<file path="src/rtl/instr_encoder.sv">
// instr_encoder: encodes MIPS-style instruction fields into 32-bit words and writes them to instruction memory
module instr_encoder #(
    parameter int AW = 8
) (
    input  logic          clk,
    input  logic          rst,
    input  logic          clear,
    input  logic          in_valid,
    output logic          in_ready,
    input  logic [3:0]    mnem,
    input  logic [4:0]    rs,
    input  logic [4:0]    rt,
    input  logic [4:0]    rd,
    input  logic [15:0]   imm,
    input  logic [25:0]   target,
    input  logic          last,
    output logic          mem_we,
    output logic [AW-1:0] mem_addr,
    output logic [31:0]   mem_wdata,
    output logic [AW:0]   count,
    output logic          done,
    output logic          err
);
    typedef enum logic [1:0] {IDLE, ENC, WR, DONE} state_t;
    state_t state, nxt;
    logic [3:0]  mnem_q;
    logic [4:0]  rs_q, rt_q, rd_q;
    logic [15:0] imm_q;
    logic [25:0] tgt_q;
    logic        last_q;
    logic [31:0] enc;
    logic        accept, legal;
    assign accept   = in_valid && in_ready;
    assign legal    = mnem < 4'd13;
    assign in_ready = state == IDLE;
    assign mem_we   = state == WR;
    assign done     = state == DONE;
    // pointer and count advance together, so the pointer is the low bits of count
    assign mem_addr = count[AW-1:0];
    always_comb begin
        enc = '0;
        case (mnem_q)
            4'd0:  enc = {6'h00, rs_q, rt_q, rd_q, 5'd0, 6'h20};
            4'd1:  enc = {6'h00, rs_q, rt_q, rd_q, 5'd0, 6'h22};
            4'd2:  enc = {6'h00, rs_q, rt_q, rd_q, 5'd0, 6'h24};
            4'd3:  enc = {6'h00, rs_q, rt_q, rd_q, 5'd0, 6'h25};
            4'd4:  enc = {6'h00, rs_q, rt_q, rd_q, 5'd0, 6'h27};
            4'd5:  enc = {6'h00, rs_q, rt_q, rd_q, 5'd0, 6'h2a};
            4'd6:  enc = {6'h00, rs_q, 15'd0, 6'h08};
            4'd7:  enc = {6'h23, rs_q, rt_q, imm_q};
            4'd8:  enc = {6'h2b, rs_q, rt_q, imm_q};
            4'd9:  enc = {6'h04, rs_q, rt_q, imm_q};
            4'd10: enc = {6'h08, rs_q, rt_q, imm_q};
            4'd11: enc = {6'h02, tgt_q};
            4'd12: enc = {6'h03, tgt_q};
            default: enc = '0;
        endcase
    end
    always_comb begin
        nxt = state;
        case (state)
            IDLE: nxt = (accept && legal) ? ENC : IDLE;
            ENC:  nxt = WR;
            WR:   nxt = (last_q || &count[AW-1:0]) ? DONE : IDLE;
            DONE: nxt = DONE;
            default: nxt = IDLE;
        endcase
        if (clear) nxt = IDLE;
    end
    always_ff @(posedge clk or posedge rst) begin
        if (rst) begin
            state     <= IDLE;
            count     <= '0;
            err       <= 1'b0;
            mem_wdata <= '0;
        end else begin
            state <= nxt;
            if (clear) begin
                count <= '0;
                err   <= 1'b0;
            end else begin
                if (accept && !legal) err <= 1'b1;
                if (state == ENC) mem_wdata <= enc;
                if (state == WR) count <= count + 1'b1;
            end
        end
    end
    always_ff @(posedge clk) begin
        if (accept && !clear) begin
            mnem_q <= mnem;
            rs_q   <= rs;
            rt_q   <= rt;
            rd_q   <= rd;
            imm_q  <= imm;
            tgt_q  <= target;
            last_q <= last;
        end
    end
endmodule

</file>
<file path="config.mk">
export PLATFORM = sky130hd
export DESIGN_NAME = instr_encoder
export DESIGN_NICKNAME = d
export VERILOG_FILES = /design/src/rtl/instr_encoder.sv
export SDC_FILE = /design/constraint.sdc
export NUM_CORES = 1
export LEC_CHECK = 0
export ABC_CLOCK_PERIOD_IN_PS = 4700
export CAP_MARGIN = 5
export CORE_ASPECT_RATIO = 0.7
export CORE_MARGIN = 1
export CORE_UTILIZATION = 49
export DETAILED_ROUTE_END_ITERATION = 8
export PLACE_DENSITY = 0.8
export RECOVER_POWER = 100
export SYNTH_ARGS = -nofsm -noshare
export SYNTH_HDL_FRONTEND = slang
export SYNTH_SLANG_ARGS = --single-unit
export TNS_END_PERCENT = 5
</file>
<file path="constraint.sdc">
create_clock -name clk -period 4.7 [get_ports clk]
set_input_delay 1.175 -clock clk [delete_from_list [all_inputs] [get_ports clk]]
set_output_delay 1.175 -clock clk [all_outputs]
set_load 0.03 [all_outputs]
</file>
==> results of run 1 <==
final timing paths:
path,startpoint,endpoint,slack (ns)
hold / removal,mem_wdata[19]$_DFFE_PP0P_,mem_wdata[19]$_DFFE_PP0P_,0.48
hold reg to reg,mem_wdata[19]$_DFFE_PP0P_,mem_wdata[19]$_DFFE_PP0P_,0.48
min in group asynchronous,rst,count[6]$_DFFE_PP0P_,1.81
setup / recovery,clear,mem_wdata[5]$_DFFE_PP0P_,0.98
setup reg to reg,mnem_q[3]$_DFFE_PP_,mem_wdata[5]$_DFFE_PP0P_,1.73
max in group asynchronous,rst,mem_wdata[19]$_DFFE_PP0P_,1.93
area by class of cell:
type / instances / area [µm²]
tap: 124 / 155
sequential: 105 / 2940
fill: 670 / 3060
inverter: 6 / 22.5
multi-input combinational: 246 / 1530
timing repair buffer: 121 / 1190
clock inverter: 5 / 56.3
clock buffer: 11 / 233
worst max-delay path, stage by stage:
cell           delay, ns
dlygate4sd3_1       0.77
or3b_1              0.70
nor4_1              1.04
nor2_1              0.11
o21a_1              0.14
through the flow:
stage,area (µm²),setup WS [ns]
detailed placement,5860,1.17
finish,6120,0.982
global placement,5860,1.25
CTS,6150,1.51
floorplan,4690,0.227
global route,6120,0.804
synth_stat cells (4+ instances only):
| cell | number | area share [%] |
|---|---|---|
| edfxtp_1 | 62 | 40 |
| dfrtp_1 | 43 | 23 |
| nand2_1 | 36 | 2.9 |
| nor2_1 | 29 | 2.3 |
| nand3_1 | 24 | 2.6 |
| o21ai_0 | 22 | 2.3 |
| a21o_1 | 16 | 2.6 |
| a31oi_1 | 13 | 1.7 |
| buf_2 | 13 | 1.4 |
| clkbuf_1 | 12 | 0.96 |
| a32oi_1 | 11 | 2.1 |
| buf_4 | 9 | 1.4 |
| a21oi_1 | 7 | 0.75 |
| a221oi_1 | 7 | 1.3 |
| a22oi_1 | 7 | 1.1 |
| nor2b_1 | 7 | 0.93 |
| xor2_1 | 7 | 1.3 |
| a311oi_1 | 6 | 1.1 |
| o2111ai_1 | 6 | 1.1 |
| o211a_1 | 6 | 1.3 |
| inv_1 | 5 | 0.40 |
| and3_1 | 4 | 0.53 |
| nand2b_1 | 4 | 0.53 |
power by group through the flow:
stage	Sequential, mW	Combinational [mW]	Clock [mW]
3_3_place_gp	1.18	0.523	0
6_report	1.16	0.494	0.728
4_1_cts	1.16	0.536	0.739
3_5_place_dp	1.18	0.534	0
5_1_grt	1.17	0.526	0.775
2_1_floorplan	1.30	0.156	0
flip-flops by register name (all words and copies together) (netlist names):
name and cells:
rs_q 5, rt_q 5, err 1, mem_wdata 31, last_q 1, state 2, mnem_q 4, tgt_q 26
count 9, imm_q 16, rd_q 5
logic make-up after synthesis:
group / synth area share [%]
xor gates and xnor gates: 1.49
muxes: 0.213
other: 0.0799
buffers and inverters: 4.69
DFF: 62.6
AOI/OAI and AO/OA: 18.3
and+or+nand+nor: 12.3
adders and majority gates: 0.266
routing by layer:
metal	wire, µm	GRT usage, %
met5	0	0
met3	904	6.01
met2	5280	35.4
met1	5190	34.7
met4	136	8.75
==> run_results.csv, run 1 <==
group,metric,value,unit
clock_tree,cts_root_buffer,"clkbuf_16",
routing,initialDrtViolationCount,556,
yosys,avgSynthCellArea,11.9,µm²
sta,fmax,269,MHz
setup_path,crit_type,"primary input to register",
grt,grt_max_degree,44,
setup_path,arrival,3.95,ns
grt,grt_pass1_vias,3656,
yosys,synthArstFlopShare,41.0,%
sta,fin_skew,0.00497,ns
hold_path,worstHoldPathCells,1,
sta,setup_viol,0,
cells_and_area,final_cells,618,
sta,rsz0062_at_grt,"no",
clock_tree,cts_hold_buf,0,
floorplanning,rows,29,
pwr,swShare,28.7,%
outcome,outcome,"complete, but fails checks",
pwr,combPwrFrac,20.7,%
pwr,power.internal,1.70,mW
setup_path,worstRegToRegCells,4,
pwr,power.switching,0.685,mW
grt,grt_pass1_wl,18.6,mm
outcome,violations,"capacitance limit, slew limit",
cells_and_area,final_common_cell,"dlygate4sd3_1",
clock_tree,post_cts_buffers,0,
sta,hold_slack,0.478,ns
yosys,ys_warn_count,0,
setup_path,crit_fanout,17,
yosys,synthDistinctLibCells,55,
cells_and_area,diodes,0,
routing,antenna_left,0,
sta,finalCriticalPeriod,3.72,ns
clock_tree,ctsResizeCount,0,
sta,tightest_slew,1.66,ns
setup_path,cp-end-kind,"register",
sta,drv_slew,44,
grt,grt_use_total,24.1,%
pwr,p_clk_share,30.5,%
hold_path,hold_class,"register to register",
routing,vias,3697,
cells_and_area,nets,556,
clock_tree,clock_sinks,105,
yosys,synth_flop_cell,"edfxtp_1",
pwr,leakage,2.42,nW
clock_tree,insertion_delay,0.34,ns
clock_tree,path_clk_slew,0.07,ns
yosys,synth-edff-count,62,
cells_and_area,fin_util,66.7,%
pwr,power_density,389,nW/µm²
sta,slew_headroom,-11.0,%
yosys,ys_seq_area_share,62.6,%
cells_and_area,final_cell_mix,"dlygate4sd3_1, edfxtp_1, dfrtp_1, nand2_1, nor2_1",
clock_tree,cts_buffers,9,
placement,hpwl,8.00,mm
pwr,finalPower,2.38,mW
routing,drt-total-wl,11.5,mm
placement,gp_congestion,0.869,
sta,final.setup.tns,0,ns
routing,drtPass1Iterations,5,
clock_tree,cts_tree,"yes",
clock_tree,cts_max_level,3,
placement,numPlacedInstances,602,
yosys,synthCells,394,
placement,portBuffers,117,
floorplanning,core_area,9180,µm²
yosys,synth_seq_cells,105,
floorplanning,die_h,83.9,µm
cells_and_area,drive_gt1_share,3.44,%
floorplanning,io-pin-count,119,
setup_path,required,4.94,ns
floorplanning,die_w,119,µm
yosys,syn_area,4690,µm²
grt,antenna_found_initial,0,
pwr,p_seq_share,48.7,%
yosys,syn-num-nets,461,
sta,post-route-period-util,79.1,%
job,maxCapViolCount,1,
routing,wl_per_cell,18.6,µm
floorplanning,fp.dieArea,9980,µm²
routing,via_per_inst,5.98,
pwr,vdd.ir_drop.worst,207,µV
clock_tree,max-clock-path-buffers,2,
setup_path,startpoint_type,"primary input",
floorplanning,start_util,51.1,%
cells_and_area,syn_to_final_growth,30.4,%
grt,grt_overflow_total,0,
sta,finalHoldViolations,0,
routing,drc,0,
(Power assumes the default switching activity.)
==> run 2: changes to the inputs <==
--- a/config.mk
+++ b/config.mk
@@ -5,13 +5,13 @@
 export SDC_FILE = /design/constraint.sdc
 export NUM_CORES = 1
 export LEC_CHECK = 0
-export ABC_CLOCK_PERIOD_IN_PS = 4700
+export ABC_CLOCK_PERIOD_IN_PS = 3300
 export CAP_MARGIN = 5
 export CORE_ASPECT_RATIO = 0.7
 export CORE_MARGIN = 1
-export CORE_UTILIZATION = 49
+export CORE_UTILIZATION = 44
 export DETAILED_ROUTE_END_ITERATION = 8
-export PLACE_DENSITY = 0.8
+export PLACE_DENSITY = 0.76
 export RECOVER_POWER = 100
 export SYNTH_ARGS = -nofsm -noshare
 export SYNTH_HDL_FRONTEND = slang
==> constraint.sdc (replaced) <==
create_clock -name clk -period 3.3 [get_ports clk]
set_input_delay 0.825 -clock clk [delete_from_list [all_inputs] [get_ports clk]]
set_output_delay 0.825 -clock clk [all_outputs]
set_load 0.03 [all_outputs]
==> run 2 against run 1 <==
  * The flow finishes with violations (DRC, capacitance limit, slew limit)
  * Sequential cell count stayed put
  * Hold slack got worse by 0.00068 ns
  * Die area up 11%
  * Clock skew grew 0.0046 ns
  * Global-route usage is 2.2 points lower
  * Highest routed layer unchanged
==> run_results.csv, run 2 (synthesis results as in run 1) <==
group,metric,value,unit
clock_tree,path_clk_slew,0.07,ns
sta,fmax,352,MHz
setup_path,arrival,2.01,ns
cells_and_area,biggestRegsByFlops,"mem_wdata: 31 flops, tgt_q: 26 flops, imm_q: 16 flops",
routing,drc,7,
sta,finalHoldViolations,0,
placement,hpwl,8.02,mm
clock_tree,insertion_delay,0.35,ns
clock_tree,ctsResizeCount,0,
setup_path,crit_fanout,9,
pwr,leakage,2.43,nW
floorplanning,io-pin-count,119,
sta,rsz0062_at_grt,"no",
sta,slew_headroom,-12.1,%
setup_path,crit_type,"register to output pin",
outcome,outcome,"complete, but fails checks",
floorplanning,rows,31,
routing,drtPass1Iterations,8,
hold_path,hold_class,"register to register",
sta,setup_viol,0,
clock_tree,cts_max_level,3,
floorplanning,die_h,88.4,µm
cells_and_area,diodes,0,
placement,portBuffers,117,
clock_tree,cts_hold_buf,0,
grt,grt_overflow_total,0,
cells_and_area,final_common_cell,"dlygate4sd3_1",
placement,gp_congestion,0.782,
sta,fin_skew,0.00954,ns
routing,drt-total-wl,11.5,mm
grt,grt_use_total,21.9,%
cells_and_area,largest_register_ff_count,31,
routing,wl_per_cell,18.3,µm
sta,tightest_slew,1.68,ns
floorplanning,core_area,10400,µm²
pwr,vdd.ir_drop.worst,339,µV
clock_tree,clock_sinks,105,
cells_and_area,final_cell_mix,"dlygate4sd3_1, edfxtp_1, dfrtp_1, nand2_1, nor2_1",
sta,drv_slew,44,
floorplanning,die_w,125,µm
clock_tree,max-clock-path-buffers,2,
floorplanning,start_util,45.3,%
clock_tree,cts_root_buffer,"clkbuf_16",
clock_tree,post_cts_buffers,0,
routing,antenna_left,0,
grt,grt_max_degree,50,
sta,final.setup.tns,0,ns
cells_and_area,drive_gt1_share,4.83,%
setup_path,required,2.47,ns
cells_and_area,regMostFlops,"mem_wdata",
clock_tree,cts_buffers,9,
job,maxCapViolCount,1,
setup_path,startpoint_type,"register",
sta,finalCriticalPeriod,2.84,ns
outcome,violations,"DRC, capacitance limit, slew limit",
cells_and_area,fin_area,6170,µm²
cells_and_area,nets,559,
sta,post-route-period-util,86.0,%
floorplanning,fp.dieArea,11100,µm²
routing,via_per_inst,5.80,
grt,grt_pass1_wl,18.3,mm
cells_and_area,syn_to_final_growth,31.5,%
routing,vias,3646,
pwr,power_density,552,nW/µm²
grt,antenna_found_initial,0,
placement,place_area,5890,µm²
clock_tree,cts_tree,"yes",
setup_path,cp-end-kind,"output pin",
grt,grt_pass1_vias,3477,
routing,initialDrtViolationCount,407,
-- run 2: layer usage --
| metal | part of all wire [%] | up-vias | track usage, % | wire length, µm |
|---|---|---|---|---|
| li1 | - | 1686 | - | - |
| met1 | 46 | 1750 | 30.8 | 5300 |
| met2 | 45 | 189 | 32.9 | 5160 |
| met3 | 7.2 | 21 | 4.84 | 832 |
| met4 | 1.9 | 0 | 10.2 | 218 |
| met5 | 0 | - | 0 | 0 |
-- run 2: path summary, 6_finish.rpt --
| check | from | end | slack (ns) | cells after the start |
|---|---|---|---|---|
| max in group asynchronous | rst | mem_wdata[23]$_DFFE_PP0P_ | 0.87 | 2 |
| worst min-delay path | mem_wdata[8]$_DFFE_PP0P_ | mem_wdata[8]$_DFFE_PP0P_ | 0.48 | 2 |
| worst max register to register | mnem_q[2]$_DFFE_PP_ | mem_wdata[5]$_DFFE_PP0P_ | 0.89 | 4 |
| min in group asynchronous | rst | count[8]$_DFFE_PP0P_ | 1.45 | 2 |
| worst min register to register | mem_wdata[8]$_DFFE_PP0P_ | mem_wdata[8]$_DFFE_PP0P_ | 0.48 | 2 |
| worst max-delay path | state[1]$_DFF_PP0_ | mem_we | 0.46 | 2 |
-- run 2: through the flow --
stage / cells / setup slack, ns / hold slack [ns] / power, mW / util [%]
finish: 629 / 0.463 / 0.478 / 3.41 / 59.6
global route: 629 / 0.371 / 0.505 / 3.55 / 59.6
CTS: 629 / 0.519 / 0.489 / 3.49 / 59.8
detailed placement: 613 / 0.756 / 0.475 / 2.45 / 56.9
global placement: 613 / 0.815 / 0.477 / 2.43 / 56.9
floorplan: 394 / 0.112 / 0.510 / 2.07 / -
-- run 2: where the power goes --
part / internal (mW) / switching (mW) / total [mW]
clock network: 0.586 / 0.466 / 1.05
registers: 1.55 / 0.100 / 1.65
logic: 0.286 / 0.426 / 0.711
-- run 2: worst max-delay path, stage by stage (launching register included) --
cell,delay (ns)
dfrtp_1,0.47
nor2b_1,0.38
dlygate4sd3_1,0.80
-- run 2: final cells by class --
| class | instances | area [µm²] |
|---|---|---|
| clock buffers | 9 | 225 |
| fillers | 823 | 4180 |
| multi-input cells | 246 | 1540 |
| inverters | 6 | 22.5 |
| repair buffers | 124 | 1210 |
| clock inverters | 7 | 70.1 |
| well taps | 132 | 165 |
| flip-flops and latches | 105 | 2940 |
==> run 3: changes to the inputs <==
--- a/config.mk
+++ b/config.mk
@@ -5,13 +5,14 @@
 export SDC_FILE = /design/constraint.sdc
 export NUM_CORES = 1
 export LEC_CHECK = 0
+export ABC_AREA = 1
 export ABC_CLOCK_PERIOD_IN_PS = 3300
 export CAP_MARGIN = 5
 export CORE_ASPECT_RATIO = 0.7
 export CORE_MARGIN = 1
-export CORE_UTILIZATION = 44
+export CORE_UTILIZATION = 43
 export DETAILED_ROUTE_END_ITERATION = 8
-export PLACE_DENSITY = 0.76
+export PLACE_DENSITY_LB_ADDON = 0.25
 export RECOVER_POWER = 100
 export SYNTH_ARGS = -nofsm -noshare
 export SYNTH_HDL_FRONTEND = slang
==> run 3 against run 2 <==
  * Largest power group unchanged
  * The flow finishes with violations (capacitance limit, slew limit)
  * Critical path depth is 3 higher
  * Total power is 16% higher
  * Hold slack worse by 0.0059 ns
  * Worst setup slack better by 0.096 ns
  * Cell count is 4.3% higher
  * Fmax is 3.5% higher
  * Cell area is 6.7% lower
==> run_results.csv, run 3 <==
group,metric,value,unit
placement,pre_cts_ws,0.743,ns
placement,hpwl,5.96,mm
yosys,synth_area_leaders,"edfxtp_1, dfrtp_1, nand2_1",
setup_path,arrival,2.70,ns
cells_and_area,final_cell_mix,"nand2_1, dlygate4sd3_1, edfxtp_1, dfrtp_1, nor2_1",
cells_and_area,drive_gt1_share,4.73,%
floorplanning,fp.dieArea,10300,µm²
clock_tree,ctsResizeCount,0,
yosys,syn-num-nets,480,
yosys,ys_seq_area_share,68.7,%
clock_tree,cts_root_buffer,"clkbuf_16",
placement,gp_congestion,0.832,
yosys,ys_warn_count,0,
clock_tree,path_clk_slew,0.06,ns
yosys,synth_seq_cells,105,
yosys,synth_top_area_share,43.6,%
setup_path,worst-path-buf-inv,3,
floorplanning,die_h,85.4,µm
grt,grt_overflow_total,0,
yosys,synthDistinctLibCells,22,
cells_and_area,final_common_cell,"nand2_1",
floorplanning,io-pin-count,119,
yosys,ys_top_cells_by_count,"nand2_1, edfxtp_1, dfrtp_1, nor2_1, inv_1",
sta,final.setup.tns,0,ns
pwr,leakage,2.62,nW
grt,grt_max_degree,64,
floorplanning,die_w,121,µm
setup_path,cp-startpoint,"clear",
clock_tree,insertion_delay,0.33,ns
routing,drt-total-wl,8.83,mm
floorplanning,start_util,44.1,%
hold_path,hold_class,"register to register",
routing,via_per_inst,4.69,
routing,vias,3077,
setup_path,crit_type,"primary input to register",
grt,antenna_found_initial,0,
cells_and_area,nets,590,
routing,initialDrtViolationCount,159,
yosys,synth_most_common_cell,"nand2_1",
setup_path,startpoint_type,"primary input",
job,maxCapViolCount,1,
sta,worst_slack,0.559,ns
outcome,violations,"capacitance limit, slew limit",
pwr,vdd.ir_drop.worst,334,µV
cells_and_area,multi_input_area,1090,µm²
cells_and_area,fillers,817,
setup_path,cp_top_family,"buffers and inverters",
grt,grt_pass1_vias,2937,
setup_path,slowest_stage,"clkbuf_4",
yosys,avgSynthCellArea,10.3,µm²
sta,fin_skew,0.00434,ns
clock_tree,cts_tree,"yes",
setup_path,cpPeakStageDelay,0.67,ns
clock_tree,max-clock-path-buffers,2,
clock_tree,cts_hold_buf,0,
outcome,outcome,"complete, but fails checks",
clock_tree,cts_buffers,9,
sta,finalHoldViolations,0,
grt,grt_use_total,18.3,%
placement,portBuffers,117,
cells_and_area,largest_register_ff_count,31,
sta,rsz0062_at_grt,"no",
cells_and_area,regMostFlops,"mem_wdata",
sta,drv_slew,44,
pwr,power_density,684,nW/µm²
yosys,synthArstFlopShare,41.0,%
routing,drc,0,
cells_and_area,seqCellArea,2940,µm²
yosys,syn_area,4270,µm²
clock_tree,cts_max_level,3,
clock_tree,clock_sinks,105,
sta,tightest_slew,1.71,ns
cells_and_area,biggestRegsByFlops,"mem_wdata: 31 flops, tgt_q: 26 flops, imm_q: 16 flops",
sta,post-route-period-util,83.1,%
floorplanning,core_area,9680,µm²
setup_path,cp_cell_sequence,"dlygate4sd3_1, inv_1, nand2_1, nor2_4, clkbuf_4",
setup_path,reg2reg_from,"state[1]$_DFF_PP0_",
routing,antenna_left,0,
grt,grt_pass1_wl,14.2,mm
floorplanning,rows,30,
sta,finalCriticalPeriod,2.74,ns
yosys,yosysTopAreaCell,"edfxtp_1",
cells_and_area,syn_to_final_growth,34.8,%
cells_and_area,diodes,0,
yosys,synth-edff-count,62,
sta,setup_viol,0,
clock_tree,post_cts_buffers,0,
setup_path,cp-end-kind,"register",
setup_path,crit_fanout,63,
yosys,synthCells,413,
sta,fmax,365,MHz
yosys,synth_flop_cell,"edfxtp_1",
hold_path,hold_start,"mem_wdata[22]$_DFFE_PP0P_",
sta,hold_slack,0.472,ns
routing,drtPass1Iterations,5,
routing,wl_per_cell,13.5,µm
sta,slew_headroom,-14.0,%
setup_path,required,3.26,ns
==> run 3: power by group <==
group | total (mW) | internal, mW | switching, mW | leakage, nW
Sequential | 1.78 | 1.66 | 0.127 | 1.14
Clock | 1.03 | 0.587 | 0.440 | 0.136
Combinational | 1.13 | 0.405 | 0.727 | 1.35
Total | 3.94 | 2.65 | 1.29 | 2.62
==> run 3: layout make-up <==
type | instances | area share (%)
Sequential cell | 105 | 51.0
Timing Repair Buffer | 119 | 20.5
Multi-Input combinational cell | 260 | 18.8
Clock buffer | 11 | 4.04
Tap cell | 128 | 2.78
Inverter | 28 | 1.82
Clock inverter | 5 | 0.977
==> run 3: worst register-to-register path: cells and delay by family, from the launching register on <==
kind | cells | cell delay, ns
buffers and inverters | 2 | 0.78
flip-flops | 1 | 0.41
AND/OR/NAND/NOR | 2 | 0.27
==> run 3: per-layer routing <==
| metal | track usage, % | up-vias | share of wire [%] |
|---|---|---|---|
| li1 | - | 1549 | - |
| met1 | 24.0 | 1404 | 45 |
| met2 | 29.8 | 118 | 47 |
| met3 | 5.58 | 6 | 7.4 |
| met4 | 4.94 | 0 | 0.67 |
| met5 | 0 | - | 0 |
==> run 3: per-stage QoR <==
stage          cells  total power [mW]  cell area (µm²)  util [%]
5_1_grt          656              4.15             5760      59.5
4_1_cts          656              4.08             5780      59.7
3_5_place_dp     640              3.05             5490      56.7
6_report         656              3.94             5760      59.5
2_1_floorplan    413              2.50             4280         -
3_3_place_gp     640              3.03             5490      56.7
==> run 3: logic make-up (layout without fill, tap and decap cells) <==
| family | Yosys count | in the layout | synth area share [%] |
|---|---|---|---|
| buffers and inverters | 48 | 163 | 5.97 |
| and+or+nand+nor | 234 | 234 | 22.0 |
| adders and majority gates | 1 | 1 | 0.293 |
| AOI/OAI and AO/OA | 24 | 24 | 2.96 |
| other | 1 | 1 | 0.0877 |
| DFF | 105 | 105 | 68.7 |
==> run 3: final timing paths <==
path,to,slack [ns],depth (start not counted)
worst max-delay path,tgt_q[4]$_DFFE_PP_,0.56,5
worst min register to register,mem_wdata[22]$_DFFE_PP0P_,0.47,2
worst max register to register,tgt_q[4]$_DFFE_PP_,1.41,4
worst min-delay path,mem_wdata[22]$_DFFE_PP0P_,0.47,2
max in group asynchronous,mem_wdata[6]$_DFFE_PP0P_,0.83,2
min in group asynchronous,state[1]$_DFF_PP0_,1.47,2
